## config.mk

```make
export PLATFORM = sky130hd
export DESIGN_NAME = logic_unit_pipe
export DESIGN_NICKNAME = d
export VERILOG_FILES = /design/src/rtl/logic_unit_pipe.sv
export SDC_FILE = /design/constraint.sdc
export NUM_CORES = 1
export LEC_CHECK = 0
export CAP_MARGIN = 10
export CORE_MARGIN = 2
export CORE_UTILIZATION = 48
export CTS_BUF_LIST = sky130_fd_sc_hd__clkbuf_8
export CTS_CLUSTER_DIAMETER = 50
export CTS_CLUSTER_SIZE = 24
export DETAILED_ROUTE_END_ITERATION = 7
export GPL_TIMING_DRIVEN = 0
export PLACE_DENSITY = 0.78
export SYNTH_ARGS = -nofsm -noshare
export SYNTH_HDL_FRONTEND = slang
export SYNTH_SLANG_ARGS = --single-unit
```

## constraint.sdc

```tcl
create_clock -name clk -period 2 [get_ports clk]
set_input_delay 0.4 -clock clk [delete_from_list [all_inputs] [get_ports clk]]
set_output_delay 0.4 -clock clk [all_outputs]
set_load 0.03 [all_outputs]
```

## src/rtl/logic_unit_pipe.sv

```systemverilog
// Two-stage bitwise logic unit with valid/ready handshakes.
// S1 holds operands, S2 holds the result, flags and accumulator.
module logic_unit_pipe #(
  parameter int W       = 8,
  parameter int COUNT_W = 8
) (
  input  logic               clk,
  input  logic               rst,
  input  logic               in_valid,
  output logic               in_ready,
  input  logic [W-1:0]       a,
  input  logic [W-1:0]       b,
  input  logic [2:0]         op,
  output logic               out_valid,
  input  logic               out_ready,
  output logic [W-1:0]       y,
  output logic               zero,
  output logic               parity,
  output logic [W-1:0]       acc,
  output logic [COUNT_W-1:0] count
);

  localparam logic [2:0] OP_AND  = 3'd0;
  localparam logic [2:0] OP_OR   = 3'd1;
  localparam logic [2:0] OP_NAND = 3'd2;
  localparam logic [2:0] OP_NOR  = 3'd3;
  localparam logic [2:0] OP_XOR  = 3'd4;
  localparam logic [2:0] OP_XNOR = 3'd5;
  localparam logic [2:0] OP_NOTA = 3'd6;
  localparam logic [2:0] OP_ACCN = 3'd7;

  logic               s1_valid_q, s1_valid_d;
  logic [W-1:0]       s1_a_q, s1_a_d;
  logic [W-1:0]       s1_b_q, s1_b_d;
  logic [2:0]         s1_op_q, s1_op_d;
  logic               s2_valid_q, s2_valid_d;
  logic [W-1:0]       y_q, y_d;
  logic               zero_q, zero_d;
  logic               parity_q, parity_d;
  logic [W-1:0]       acc_q, acc_d;
  logic [COUNT_W-1:0] count_q, count_d;

  logic               s1_adv;
  logic               s2_adv;
  logic [W-1:0]       res;

  assign s2_adv   = !s2_valid_q || out_ready;
  assign s1_adv   = !s1_valid_q || s2_adv;
  assign in_ready = s1_adv;

  always_comb begin
    res = '0;
    unique case (s1_op_q)
      OP_AND:  res = s1_a_q & s1_b_q;
      OP_OR:   res = s1_a_q | s1_b_q;
      OP_NAND: res = ~(s1_a_q & s1_b_q);
      OP_NOR:  res = ~(s1_a_q | s1_b_q);
      OP_XOR:  res = s1_a_q ^ s1_b_q;
      OP_XNOR: res = ~(s1_a_q ^ s1_b_q);
      OP_NOTA: res = ~s1_a_q;
      OP_ACCN: res = ~(s1_a_q & acc_q);
      default: res = '0;
    endcase
  end

  always_comb begin
    s1_valid_d = s1_valid_q;
    s1_a_d     = s1_a_q;
    s1_b_d     = s1_b_q;
    s1_op_d    = s1_op_q;
    if (s1_adv) begin
      s1_valid_d = in_valid;
      if (in_valid) begin
        s1_a_d  = a;
        s1_b_d  = b;
        s1_op_d = op;
      end
    end
  end

  // acc advances only when an op-7 result enters S2, so chains stay ordered
  always_comb begin
    s2_valid_d = s2_valid_q;
    y_d        = y_q;
    zero_d     = zero_q;
    parity_d   = parity_q;
    acc_d      = acc_q;
    if (s2_adv) begin
      s2_valid_d = s1_valid_q;
      if (s1_valid_q) begin
        y_d      = res;
        zero_d   = (res == '0);
        parity_d = ^res;
        if (s1_op_q == OP_ACCN) acc_d = res;
      end
    end
  end

  always_comb begin
    count_d = count_q;
    if (s2_valid_q && out_ready) count_d = count_q + COUNT_W'(1);
  end

  always_ff @(posedge clk) begin
    if (rst) begin
      s1_valid_q <= 1'b0;
      s1_a_q     <= '0;
      s1_b_q     <= '0;
      s1_op_q    <= '0;
      s2_valid_q <= 1'b0;
      y_q        <= '0;
      zero_q     <= 1'b0;
      parity_q   <= 1'b0;
      acc_q      <= '0;
      count_q    <= '0;
    end else begin
      s1_valid_q <= s1_valid_d;
      s1_a_q     <= s1_a_d;
      s1_b_q     <= s1_b_d;
      s1_op_q    <= s1_op_d;
      s2_valid_q <= s2_valid_d;
      y_q        <= y_d;
      zero_q     <= zero_d;
      parity_q   <= parity_d;
      acc_q      <= acc_d;
      count_q    <= count_d;
    end
  end

  assign out_valid = s2_valid_q;
  assign y         = y_q;
  assign zero      = zero_q;
  assign parity    = parity_q;
  assign acc       = acc_q;
  assign count     = count_q;

endmodule

```

Word-level counts from Yosys, hierarchy flattened
Index checks and enable logic that the tools add are counted.

Input bits: 23. Flip-flop bits (word level): 47. Word-level logic and storage cells: 39.

Equal/unequal tests: 7. Bitwise gates (word level): 9. $add $sub $neg: 1. Reductions and logical operators: 11. Multiplexer cells: 1.

Operators with widths (number): $pmux 8 s8 (1); $not 8->8 (5); $and 8x8->8 (2); $eq 3x3->1 const B (4); $add 8x1->8 const B (1); $logic_not 8->1 (1); $or 8x8->8 (1); $reduce_xor 8->1 (1); $xor 8x8->8 (1); $eq 3x2->1 const B (2); $reduce_and 2->1 (2); $eq 3x1->1 const B (1); $logic_not 3->1 (1); $reduce_and 3->1 (1); $logic_not 1->1 (2); $logic_or 1x1->1 (2); $logic_and 1x1->1 (1).

Logic depth before layout (Yosys ltp)
Depth after elaboration: 4. Depth in mapped cells: 11. Gate-level depth less buffers: 11.

Worst setup path after synthesis
Ideal clock, no wire load.

Kind: flip-flop to flip-flop. Start: register s1_op_q[1]. End: register parity_q, in the netlist parity. Clock period less this slack: 2.192 ns. Setup time: 0.086 ns. Buffers on the path: 1. Setup slack: -0.192 ns. Data required time: 1.914 ns. Cell stages (with the launch flop): 9. Data arrival time: 2.107 ns. Path through: dfxtp_1 -> buf_6 -> or2_4 -> or3_1 -> a222oi_1 -> ha_1 -> xnor2_1 -> xnor2_1 -> a211oi_1.

Cells in the longest elaborated chain, start to end: 3. Elaborated cells on any way between the ends: 10. Those cells by class: eq/ne: 7; mux: 1; reduce/logical: 2.

Ends and longest elaborated chain: start: declaration (line 35) `logic [2:0] s1_op_q, s1_op_d;`; start signal: assignment (line 120) `s1_op_q <= s1_op_d;`; $eq 3x3->1 (tied with other cells) (line 53) `unique case (s1_op_q)`; $pmux 8 s8 * (line 53); $reduce_xor 8->1 * (line 93) `parity_d = ^res;`; end signal: assignment (line 124) `parity_q <= parity_d;`; end: declaration (line 39) `logic parity_q, parity_d;`.

Every way passes the cells marked *; elsewhere a longest branch is shown, timed or not. A chain may end at the register's enable or synchronous reset.

Worst setup path in the final report
Same ends and word-level chain as after synthesis.

==> run_results.csv <==
group,metric,value,unit
sta,min_period,2260,ps
sta,finalCritPeriodShare,113,%
final_layout,fin_util,73.0,%
sta,max_freq,442,MHz
logic_synthesis,ys_seq_elements,47,
floorplan,rows,26,
drt,drc_errors,0,
critical_path,crit_start,"s1_op_q[1]",
sta,max-slew-margin-rel,63.2,%
logic_synthesis,syn_inst,326,
clock_tree,clock_tree.buffer_depth,2,
min_path,whs_path_depth,3,
global_route,grt_pass1_vias,2472,
drt,vias_per_cell,5.74,
sta,hold_viol_final,0,
power,total_power,0.00235,W
sta,fin_setup_tns,-442,ps
sta,setup_ws,-264,ps
placement,place_congestion,0.907,
clock_tree,cts_tree,"done",
run_status,violations,"setup timing",
critical_path,critPathLaunchType,"register",
floorplan,ios,51,
power,power.switching,0.000725,W
sta,slew_viol_final,0,
sta,setup_viol,3,
critical_path,cp.required,2220,ps
logic_synthesis,syn_area_per_cell,7.89,µm²
clock_tree,htree_levels,2,
critical_path,regToRegStartpoint,"s1_op_q[1]",
sta,tightest_slew,551,ps
logic_synthesis,synth-edff-count,0,
logic_synthesis,syn_nets,370,
logic_synthesis,synthMuxAreaShare,3.21,%
global_route,grt-ovfl-total,0,
clock_tree,path_clk_slew,90,ps
power,internal_power,0.00162,W
placement,postPlaceCellArea,3160,µm²
logic_synthesis,synth_compound_area_share,18.0,%
logic_synthesis,yosysSeqAreaShare,36.6,%
clock_tree,clkLatencyLatePin,300,ps
global_route,grt_antenna_before_repair,0,
logic_synthesis,synth-main-ff-cell,"dfxtp_1",
critical_path,cp_max_fo,6,
final_layout,syn_to_final_growth,45.7,%
min_path,hold_class,"input port to register",
critical_path,rrSetupSlack,-260,ps
drt,drt_iter0_markers,299,
global_route,grt_max_degree,15,
sta,skew,6.30,ps
drt,ant_nets,0,
logic_synthesis,postSynth.asyncResetShare,0,%
final_layout,final_cell_area,3750,µm²
power,ir_drop,0.000437,V
floorplan,dieArea,5960,µm²
floorplan,die_width,77.2,µm
floorplan,coreArea,5140,µm²
sta,timing.hold.ws,455,ps
placement,dp_hpwl,4.74,mm
final_layout,nets,455,
logic_synthesis,synth_cell_types,42,
critical_path,r2r_cells,8,
power,power.density,626,nW/µm²
drt,dr.pass1.iters,6,
global_route,grt_usage,24.4,%
logic_synthesis,syn-cell-area,2570,µm²
critical_path,cp.arrival,2480,ps
clock_tree,cts-hold-fix-buffers,0,
run_status,outcome,"finished with violations",
drt,drt-total-wl,7.96,mm
logic_synthesis,synth_xor_area_share,4.08,%
job,cap_viol_max_count,0,
critical_path,r2r_end,"parity",
critical_path,cp-end-kind,"register",
power,p_sw_share,30.9,%
placement,io_buffers,50,
power,pwr-share-comb,33.3,%
floorplan,die_height,77.2,µm
sta,rsz0062_at_grt,"true",
power,p_leak,1.44,nW
logic_synthesis,yosysWarnings,0,
clock_tree,cts_root_buf,"clkbuf_8",
drt,routedWlPerCell,16.5,µm
critical_path,worstSetupEndpoint,"parity",
floorplan,initial_core_util,50.1,%
power,pwr-share-clk,23.5,%
drt,vias,2765,
logic_synthesis,yosys.area_share.adder,10.2,%
logic_synthesis,yosys.area_share.simple,21.7,%
final_layout,n_antenna_cell,0,
power,p_seq_share,43.2,%
clock_tree,numCtsBuffers,5,
logic_synthesis,synth_top_family_by_area,"simple AND/OR/NAND/NOR gates",
clock_tree,cts.sinks,47,
critical_path,worstSetupPathType,"register to register",
final_layout,final_layout_size_suffix_gt1_share,25.2,%
global_route,grt_pass1_wl,11.8,mm
routing by layer:
layer / part of all wire, % / track usage, % / vias up
met5: 0 / 0 / -
met4: 2.8 / 7.32 / 0
met3: 5.3 / 3.76 / 28
met2: 51 / 41.0 / 117
met1: 41 / 32.3 / 1335
li1: - / - / 1285
layout make-up:
cell class / count / area, µm²
clock inverter: 3 / 15.0
inverter: 19 / 75.1
tap: 70 / 87.6
fill: 418 / 1390
clock buffer: 5 / 68.8
multi-input combinational: 241 / 1700
sequential: 47 / 967
buffer: 16 / 91.3
timing repair buffer: 81 / 748
worst max-delay path: stages (launching register included):
cell and delay [ps]:
dfxtp_4 380, or2_4 240, or3_1 320, a222oi_1 380, buf_4 210, ha_4 200, xnor2_2 130, xnor2_1 130
a211oi_1 190
flip-flops by register name (all words and copies together), names as in the netlist:
signal,count
acc,8
count,8
s1_a_q,8
s1_b_q,8
y,8
s1_op_q,3
out_valid,1
parity,1
s1_valid_q,1
zero,1
repair_timing:
item / 4_1_cts / 5_1_grt
setup endpoints to repair: 14 / 20
pin swaps: 16 / 16
setup buffers: 22 / 9
resized for setup: 45 / 32
synthesized netlist by cell type, types with 3 or more instances:
cell type | count | area (µm²)
nand4_1 | 4 | 25.0
inv_1 | 19 | 71.3
xnor2_1 | 8 | 70.1
or3_1 | 5 | 31.3
o21ai_0 | 4 | 20.0
buf_2 | 9 | 45.0
nor2b_1 | 3 | 18.8
nand3_1 | 7 | 35.0
a22oi_1 | 3 | 22.5
a21oi_1 | 35 | 175
mux2i_1 | 6 | 60.1
clkbuf_1 | 7 | 26.3
ha_1 | 21 | 263
nand2_1 | 65 | 244
dfxtp_1 | 47 | 941
xor2_1 | 4 | 35.0
nand3b_1 | 3 | 22.5
a211oi_1 | 8 | 60.1
o21ai_1 | 10 | 50.1
nor2_1 | 22 | 82.6
o22ai_1 | 4 | 25.0
stage by stage:
stage / std cells / worst slack [ps]
final: 482 / -264
after global routing: 482 / -382
after CTS: 475 / -182
after detailed placement: 446 / -544
after global placement: 446 / -567
after floorplan: 326 / -133
cells in the final DEF (no fill, tap or decap), drive strengths merged, types with 13 or more instances in the layout:
cell / count
ha: 21
dfxtp: 47
clkbuf: 13
a21oi: 35
o21ai: 14
clkdlybuf4s50: 48
buf: 40
nand2: 65
inv: 18
nor2: 22
kinds of logic (layout without fill, tap and decap cells):
logic type	count (synthesis)	count (layout)
AOI/OAI and AO/OA	77	77
xor gates and xnor gates	12	12
adders and majority gates	21	21
buffers and inverters	38	124
DFF	47	47
muxes	8	8
and+or+nand+nor	123	123
power groups by stage:
stage	clock, W	combinational (W)	sequential (W)
floorplan	0	0.000313	0.00105
global placement	0	0.000486	0.00103
detailed placement	0	0.000500	0.00103
CTS	0.000564	0.000650	0.00101
global route	0.000605	0.000838	0.00102
finish	0.000552	0.000782	0.00101
worst min path at each step:
stage | from | to
detailed placement | y[0] | y[0]
global route | y[0] | y[0]
CTS | y[0] | y[0]
finish | out_ready | count[1]
global placement | y[0] | y[0]
floorplan | s1_b_q[0] | s1_b_q[0]
No activity file was read; power rests on OpenSTA's default activity.
